[config.mk]
export PLATFORM = sky130hd
export DESIGN_NAME = startup_screen_ctrl_flat
export DESIGN_NICKNAME = d
export VERILOG_FILES = /design/src/rtl/startup_screen_ctrl_if.sv /design/src/rtl/startup_screen_ctrl.sv /design/src/flat_wrapper.sv
export SDC_FILE = /design/constraint.sdc
export NUM_CORES = 1
export LEC_CHECK = 0
export BUFFER_PORTS_ARGS = -buffer_cell sky130_fd_sc_hd__buf_2
export CORE_UTILIZATION = 45
export CTS_CLUSTER_DIAMETER = 40
export DETAILED_ROUTE_END_ITERATION = 7
export PLACE_DENSITY = 0.67
export SETUP_SLACK_MARGIN = 0.15
export SYNTH_ARGS = -nofsm -noshare
export SYNTH_HDL_FRONTEND = slang
export SYNTH_SLANG_ARGS = --single-unit
[constraint.sdc]
create_clock -name clk_0 -period 1.9 [get_ports clk_0]
set_clock_uncertainty 0.2 [all_clocks]
set_input_delay 0.285 -clock clk_0 [delete_from_list [all_inputs] [get_ports clk_0]]
set_output_delay 0.285 -clock clk_0 [all_outputs]
set_load 0.03 [all_outputs]
[src/rtl/startup_screen_ctrl_if.sv]
// Per-pixel and control signals between the startup-screen controller and its surroundings.
// The controller sits on the slave side; the video/game environment drives the master side.
interface startup_screen_ctrl_if;
    logic        video_on;
    logic        frame_tick;
    logic        in_title;
    logic        in_start;
    logic        key_any;
    logic        game_over;
    logic [11:0] rgb;
    logic        start_game;
    logic        on_startup;

    modport master (
        output video_on, frame_tick, in_title, in_start, key_any, game_over,
        input  rgb, start_game, on_startup
    );

    modport slave (
        input  video_on, frame_tick, in_title, in_start, key_any, game_over,
        output rgb, start_game, on_startup
    );
endinterface

[src/rtl/startup_screen_ctrl.sv]
// Attract-screen FSM (wait release, blinking prompt, debounced start, launch flash) plus 1-cycle registered RGB path.
// Latency: rgb one cycle after its inputs; no backpressure. Optional title fade-in: define STARTUP_FADE_EN.
module startup_screen_ctrl #(
    parameter int          BLINK_FRAMES    = 30,
    parameter int          DEBOUNCE_FRAMES = 3,
    parameter int          LAUNCH_FRAMES   = 20,
    parameter logic [11:0] TITLE_COLOR     = 12'h0F0,
    parameter logic [11:0] FG_COLOR        = 12'hFFF,
    parameter logic [11:0] BG_COLOR        = 12'h000
) (
    input  logic                 clk_0,
    input  logic                 rst,
    startup_screen_ctrl_if.slave scr
);

    localparam int DBW = $clog2(DEBOUNCE_FRAMES + 1);
    localparam int BLW = $clog2(BLINK_FRAMES + 1);
    localparam int LNW = $clog2(LAUNCH_FRAMES + 1);

    localparam logic [DBW-1:0] DB_MAX  = DBW'(DEBOUNCE_FRAMES);
    localparam logic [BLW-1:0] BL_LAST = BLW'(BLINK_FRAMES - 1);
    localparam logic [LNW-1:0] LN_MAX  = LNW'(LAUNCH_FRAMES);

    typedef enum logic [1:0] {
        S_WAIT_RELEASE,
        S_ATTRACT,
        S_LAUNCH,
        S_PLAYING
    } state_t;

    state_t         r_state,      w_state_nxt;
    logic [DBW-1:0] r_dbnc,       w_dbnc_nxt,       w_dbnc_inc;
    logic [BLW-1:0] r_blink_cnt,  w_blink_cnt_nxt;
    logic           r_blink_vis,  w_blink_vis_nxt;
    logic [LNW-1:0] r_launch_cnt, w_launch_cnt_nxt, w_launch_inc;
    logic           r_start_game, w_start_nxt;
    logic           r_on_startup;
    logic [11:0]    r_rgb,        w_rgb_nxt;
    logic [11:0]    w_title_rgb;

    assign w_dbnc_inc   = (r_dbnc == DB_MAX)       ? r_dbnc       : r_dbnc + DBW'(1);
    assign w_launch_inc = (r_launch_cnt == LN_MAX) ? r_launch_cnt : r_launch_cnt + LNW'(1);

    always_comb begin
        w_state_nxt      = r_state;
        w_dbnc_nxt       = r_dbnc;
        w_blink_cnt_nxt  = r_blink_cnt;
        w_blink_vis_nxt  = r_blink_vis;
        w_launch_cnt_nxt = r_launch_cnt;
        w_start_nxt      = 1'b0;

        case (r_state)
            S_WAIT_RELEASE: begin
                w_blink_vis_nxt = 1'b1;
                if (scr.frame_tick) begin
                    if (scr.key_any) begin
                        w_dbnc_nxt = '0;
                    end else begin
                        w_dbnc_nxt = w_dbnc_inc;
                        if (w_dbnc_inc == DB_MAX)
                            w_state_nxt = S_ATTRACT;
                    end
                end
            end
            S_ATTRACT: begin
                if (scr.frame_tick) begin
                    if (r_blink_cnt == BL_LAST) begin
                        w_blink_cnt_nxt = '0;
                        w_blink_vis_nxt = ~r_blink_vis;
                    end else begin
                        w_blink_cnt_nxt = r_blink_cnt + BLW'(1);
                    end
                    if (!scr.key_any) begin
                        w_dbnc_nxt = '0;
                    end else begin
                        w_dbnc_nxt = w_dbnc_inc;
                        if (w_dbnc_inc == DB_MAX)
                            w_state_nxt = S_LAUNCH;
                    end
                end
            end
            S_LAUNCH: begin
                if (scr.frame_tick) begin
                    w_blink_vis_nxt  = ~r_blink_vis;
                    w_launch_cnt_nxt = w_launch_inc;
                    if (w_launch_inc == LN_MAX) begin
                        w_state_nxt = S_PLAYING;
                        w_start_nxt = 1'b1;
                    end
                end
            end
            S_PLAYING: begin
                if (scr.game_over)
                    w_state_nxt = S_WAIT_RELEASE;
            end
            default: w_state_nxt = S_WAIT_RELEASE;
        endcase

        // Every state entry starts its counters fresh; the prompt is visible on entry to the idle states.
        if (w_state_nxt != r_state) begin
            w_dbnc_nxt       = '0;
            w_launch_cnt_nxt = '0;
            if (w_state_nxt == S_ATTRACT || w_state_nxt == S_WAIT_RELEASE) begin
                w_blink_vis_nxt = 1'b1;
                w_blink_cnt_nxt = '0;
            end
        end
    end

`ifdef STARTUP_FADE_EN
    logic [3:0] r_fade, w_fade_nxt;

    function automatic logic [3:0] min4(input logic [3:0] a, input logic [3:0] b);
        return (a < b) ? a : b;
    endfunction

    always_comb begin
        w_fade_nxt = r_fade;
        case (w_state_nxt)
            S_ATTRACT: begin
                if (r_state != S_ATTRACT)
                    w_fade_nxt = '0;
                else if (scr.frame_tick && r_fade != 4'hF)
                    w_fade_nxt = r_fade + 4'd1;
            end
            S_LAUNCH:       w_fade_nxt = 4'hF;
            S_WAIT_RELEASE: w_fade_nxt = '0;
            default:        w_fade_nxt = r_fade;
        endcase
    end

    always_ff @(posedge clk_0) begin
        if (!rst)
            r_fade <= '0;
        else
            r_fade <= w_fade_nxt;
    end

    assign w_title_rgb = {min4(TITLE_COLOR[11:8], r_fade),
                          min4(TITLE_COLOR[7:4],  r_fade),
                          min4(TITLE_COLOR[3:0],  r_fade)};
`else
    assign w_title_rgb = TITLE_COLOR;
`endif

    always_comb begin
        if (!scr.video_on)
            w_rgb_nxt = '0;
        else if (r_state == S_PLAYING)
            w_rgb_nxt = '0;
        else if (scr.in_title)
            w_rgb_nxt = w_title_rgb;
        else if (scr.in_start && r_blink_vis)
            w_rgb_nxt = FG_COLOR;
        else
            w_rgb_nxt = BG_COLOR;
    end

    always_ff @(posedge clk_0) begin
        if (!rst) begin
            r_state      <= S_WAIT_RELEASE;
            r_dbnc       <= '0;
            r_blink_cnt  <= '0;
            r_blink_vis  <= 1'b1;
            r_launch_cnt <= '0;
            r_start_game <= 1'b0;
            r_on_startup <= 1'b1;
            r_rgb        <= '0;
        end else begin
            r_state      <= w_state_nxt;
            r_dbnc       <= w_dbnc_nxt;
            r_blink_cnt  <= w_blink_cnt_nxt;
            r_blink_vis  <= w_blink_vis_nxt;
            r_launch_cnt <= w_launch_cnt_nxt;
            r_start_game <= w_start_nxt;
            r_on_startup <= (w_state_nxt != S_PLAYING);
            r_rgb        <= w_rgb_nxt;
        end
    end

    assign scr.rgb        = r_rgb;
    assign scr.start_game = r_start_game;
    assign scr.on_startup = r_on_startup;

endmodule

[src/flat_wrapper.sv]
// flat-port wrapper written by rule: the top's interface ports become plain ports
module startup_screen_ctrl_flat 
#(
    parameter int          BLINK_FRAMES    = 30,
    parameter int          DEBOUNCE_FRAMES = 3,
    parameter int          LAUNCH_FRAMES   = 20,
    parameter logic [11:0] TITLE_COLOR     = 12'h0F0,
    parameter logic [11:0] FG_COLOR        = 12'hFFF,
    parameter logic [11:0] BG_COLOR        = 12'h000
)
  (clk_0, rst, scr_video_on, scr_frame_tick, scr_in_title, scr_in_start, scr_key_any, scr_game_over, scr_rgb, scr_start_game, scr_on_startup);
  startup_screen_ctrl_if scr_i ();
  input  logic clk_0;
  input  logic rst;
  input wire logic [$bits(scr_i.video_on)-1:0] scr_video_on;
  input wire logic [$bits(scr_i.frame_tick)-1:0] scr_frame_tick;
  input wire logic [$bits(scr_i.in_title)-1:0] scr_in_title;
  input wire logic [$bits(scr_i.in_start)-1:0] scr_in_start;
  input wire logic [$bits(scr_i.key_any)-1:0] scr_key_any;
  input wire logic [$bits(scr_i.game_over)-1:0] scr_game_over;
  output wire logic [$bits(scr_i.rgb)-1:0] scr_rgb;
  output wire logic [$bits(scr_i.start_game)-1:0] scr_start_game;
  output wire logic [$bits(scr_i.on_startup)-1:0] scr_on_startup;
  assign scr_i.video_on = scr_video_on;
  assign scr_i.frame_tick = scr_frame_tick;
  assign scr_i.in_title = scr_in_title;
  assign scr_i.in_start = scr_in_start;
  assign scr_i.key_any = scr_key_any;
  assign scr_i.game_over = scr_game_over;
  assign scr_rgb = scr_i.rgb;
  assign scr_start_game = scr_i.start_game;
  assign scr_on_startup = scr_i.on_startup;
  startup_screen_ctrl #(.BLINK_FRAMES(BLINK_FRAMES), .DEBOUNCE_FRAMES(DEBOUNCE_FRAMES), .LAUNCH_FRAMES(LAUNCH_FRAMES), .TITLE_COLOR(TITLE_COLOR), .FG_COLOR(FG_COLOR), .BG_COLOR(BG_COLOR)) u_core (.clk_0(clk_0), .rst(rst), .scr(scr_i));
endmodule
==> reports/metrics.yaml <==
status: "finished, final reports clean"
ioPinCount: 22
p_int_w: 0.000502
drt_iter0_drc: 7
ctsRootBufferMaster: "clkbuf_4"
fillers: 195
hold_class: "in -> reg"
cts_sinks: 19
final_common_cell: "buf_2"
power.switching_w: 0.000179
cts_buffers: 3
multiInputGateArea_sq_um: 651
slowest_delay_ns: 0.36
vias: 985
dieArea_sq_um: 2630
syn_inst: 125
grt_max_degree: 12
pwr-share-seq: 0.593
final_antenna_net_count: 0
nNetsFinal: 163
yosysUniqueCellTypes: 41
path_class: "reg -> reg"
endpoint_kind: "register"
synth_top_family_by_area: "simple AND/OR/NAND/NOR gates"
cp.required_ns: 1.89
grt_first_pass_wirelength_mm: 3.96
grt_usage: 0.200
start_kind: "register"
ys.warnings.count: 0
combPwrFrac: 0.101
cap_violations: 0
synthXorXnorAreaFrac: 0.0241
path_cells: "inv_2 > ha_4 > and4bb_1 > o21ai_2 > a2111oi_4 > buf_4 > o211ai_1"
synthSimpleGateAreaFrac: 0.239
yosysSeqAreaShare: 0.348
layout_min_cycle_time_ns: 1.83
routedWlPerCell_um: 12.8
drt-pass1-iter-count: 4
drv_slew: 0
clk_latency_ns: 0.30
grt_pass1_vias: 903
antenna_found_initial: 0
placementRows: 17
routed_wl_mm: 2.28
clkTransAtPathRegs_ns: 0.11
finalHoldViolations: 0
slew_headroom: 0.547
h-tree-depth: 1
cts_max_path_buffers: 2
setup_ws_ns: 0.0720
dp_hpwl_mm: 1.56
rsz0062_at_grt: "yes"
fmax_mhz: 547
ff_latch_area_sq_um: 390
initial_core_util: 0.484
tritoncts: "yes"
area_growth_syn_to_layout_pct: 22.9
netlist_area_sq_um: 1090
synth_seq_cells: 19
via_per_inst: 5.53
die_w_um: 51.3
synthFlopType: "dfxtp_1"
synth.area.mux_share: 0.0183
critPathSlowestCell: "dfxtp_4"
tightest_slew_ns: 0.679
io_buffers: 21
synth_edf_count: 0
p_sw_frac: 0.263
worstPathMaxFanout: 5
core_area_sq_um: 2250
drive_gt1_frac: 0.360
dieHeight_um: 51.3
post-route-period-util: 0.962
place_congestion: 0.746
ir_worst_vdd_v: 0.000463
synth_fa_ha_area_frac: 0.0458
gr-total-overflow: 0
synth_compound_gate_area_share: 0.219
drc_errors: 0
num_antenna_cells: 0
holdWs_ns: 0.0146
leakage_nw: 0.546
power_density_nw_per_um2: 507
synthesis.nets: 137
async_flop_share: 0
cp.arrival_ns: 1.82
p_clk_frac: 0.306
setup_viol: 0
final_cell_mix: "buf_2, dfxtp_1, nor2_1"
place_ws_ns: -0.00967
avgSynthCellArea_sq_um: 8.74
==> timing repair <==
action,in CTS,in global routing
pin swaps,5,5
endpoints found under the setup margin,7,11
hold buffers,1,0
endpoints found under the hold margin,2,0
buffers inserted,8,2
gates resized for setup,4,7
==> cells by family (layout without fill, tap and decap cells) <==
group	count (synthesis)	after routing
XOR/XNOR	3	3
buffers and inverters	19	44
AO/OA/AOI/OAI	30	30
AND/OR/NAND/NOR	48	48
multiplexers	2	2
flip-flops	19	19
adder cells (fa/ha/maj)	4	4
==> metal layers <==
| layer | global-route usage | wire length, um | vias up |
|---|---|---|---|
| met5 | 0 | 0 | - |
| met2 | 0.353 | 1120 | 18 |
| met1 | 0.236 | 1060 | 463 |
| li1 | - | - | 499 |
| met4 | 0.0541 | 26 | 0 |
| met3 | 0.0536 | 69 | 5 |
==> Yosys cell counts, types with 2 or more instances <==
| cell type | instances | area (sq um) |
|---|---|---|
| dfxtp_1 | 19 | 380 |
| nor3b_1 | 2 | 15.0 |
| a311oi_1 | 2 | 17.5 |
| buf_4 | 11 | 82.6 |
| xor2_1 | 2 | 17.5 |
| buf_2 | 2 | 10.0 |
| nand2_1 | 7 | 26.3 |
| ha_1 | 4 | 50.1 |
| o21ai_0 | 3 | 15.0 |
| and3_1 | 2 | 12.5 |
| o211ai_1 | 3 | 22.5 |
| nand3b_1 | 2 | 15.0 |
| or2b_1 | 2 | 15.0 |
| nand3_1 | 4 | 20.0 |
| nor2_1 | 12 | 45.0 |
| nor3_1 | 5 | 25.0 |
| a21oi_1 | 11 | 55.1 |
| inv_1 | 5 | 18.8 |
| nor2b_1 | 2 | 12.5 |
| nand4_1 | 3 | 18.8 |
| mux2i_1 | 2 | 20.0 |
==> state kept, by name, summed over array words and instances, names as in the netlist <==
name and cells:
u_core.r_blink_cnt 5, u_core.r_launch_cnt 5, u_core.r_dbnc 2, u_core.r_blink_vis 1, u_core.scr.on_startup 1, u_core.scr.start_game 1
u_core.r_state 2, u_core.scr.rgb 2
==> metrics by stage <==
| step | power, W | cell area, sq um | TNS, ns | std cells | utilization |
|---|---|---|---|---|---|
| after floorplan | 0.000460 | 1120 | 0 | 125 | - |
| after global placement | 0.000474 | 1180 | 0 | 163 | 0.524 |
| after detailed placement | 0.000474 | 1180 | -0.0211 | 163 | 0.524 |
| after CTS | 0.000687 | 1290 | 0 | 176 | 0.574 |
| after global routing | 0.000713 | 1340 | -0.0113 | 178 | 0.595 |
| final | 0.000681 | 1340 | 0 | 178 | 0.595 |
==> final cells by class <==
type | instances | share of cell area
inverters | 5 | 0.0140
clock buffers | 3 | 0.0168
repair buffers | 35 | 0.164
well taps | 28 | 0.0261
clock inverters | 1 | 0.00373
flip-flops and latches | 19 | 0.291
multi-input cells | 87 | 0.485
==> power by group through the flow <==
| stage | Sequential, W | Combinational, W | Clock [W] |
|---|---|---|---|
| final | 0.000404 | 0.0000689 | 0.000208 |
| after global routing | 0.000405 | 0.0000760 | 0.000232 |
| after CTS | 0.000404 | 0.0000658 | 0.000217 |
| after detailed placement | 0.000413 | 0.0000614 | 0 |
| after global placement | 0.000413 | 0.0000611 | 0 |
| after floorplan | 0.000416 | 0.0000443 | 0 |
==> worst max-delay path, delay by kind of cell (launching register included) <==
kind / cells / cell delay, ns
AOI/OAI and AO/OA: 3 / 0.51
DFF: 1 / 0.36
buffers and inverters: 2 / 0.26
and+or+nand+nor: 1 / 0.23
adders and majority gates: 1 / 0.15
==> final timing paths <==
kind	end	slack (ns)	start	cells after the start
worst max-delay path	u_core.scr.on_startup$_SDFF_PN1_	0.07	u_core.r_launch_cnt[1]$_SDFFE_PP0P_	7
worst min-delay path	u_core.scr.rgb[6]$_SDFF_PP0_	0.01	scr_in_start	3
worst max register to register	u_core.scr.on_startup$_SDFF_PN1_	0.07	u_core.r_launch_cnt[1]$_SDFFE_PP0P_	7
worst min register to register	u_core.r_blink_cnt[4]$_SDFF_PN0_	0.30	u_core.r_blink_cnt[4]$_SDFF_PN0_	1
No activity file was read; power rests on OpenSTA's default activity.
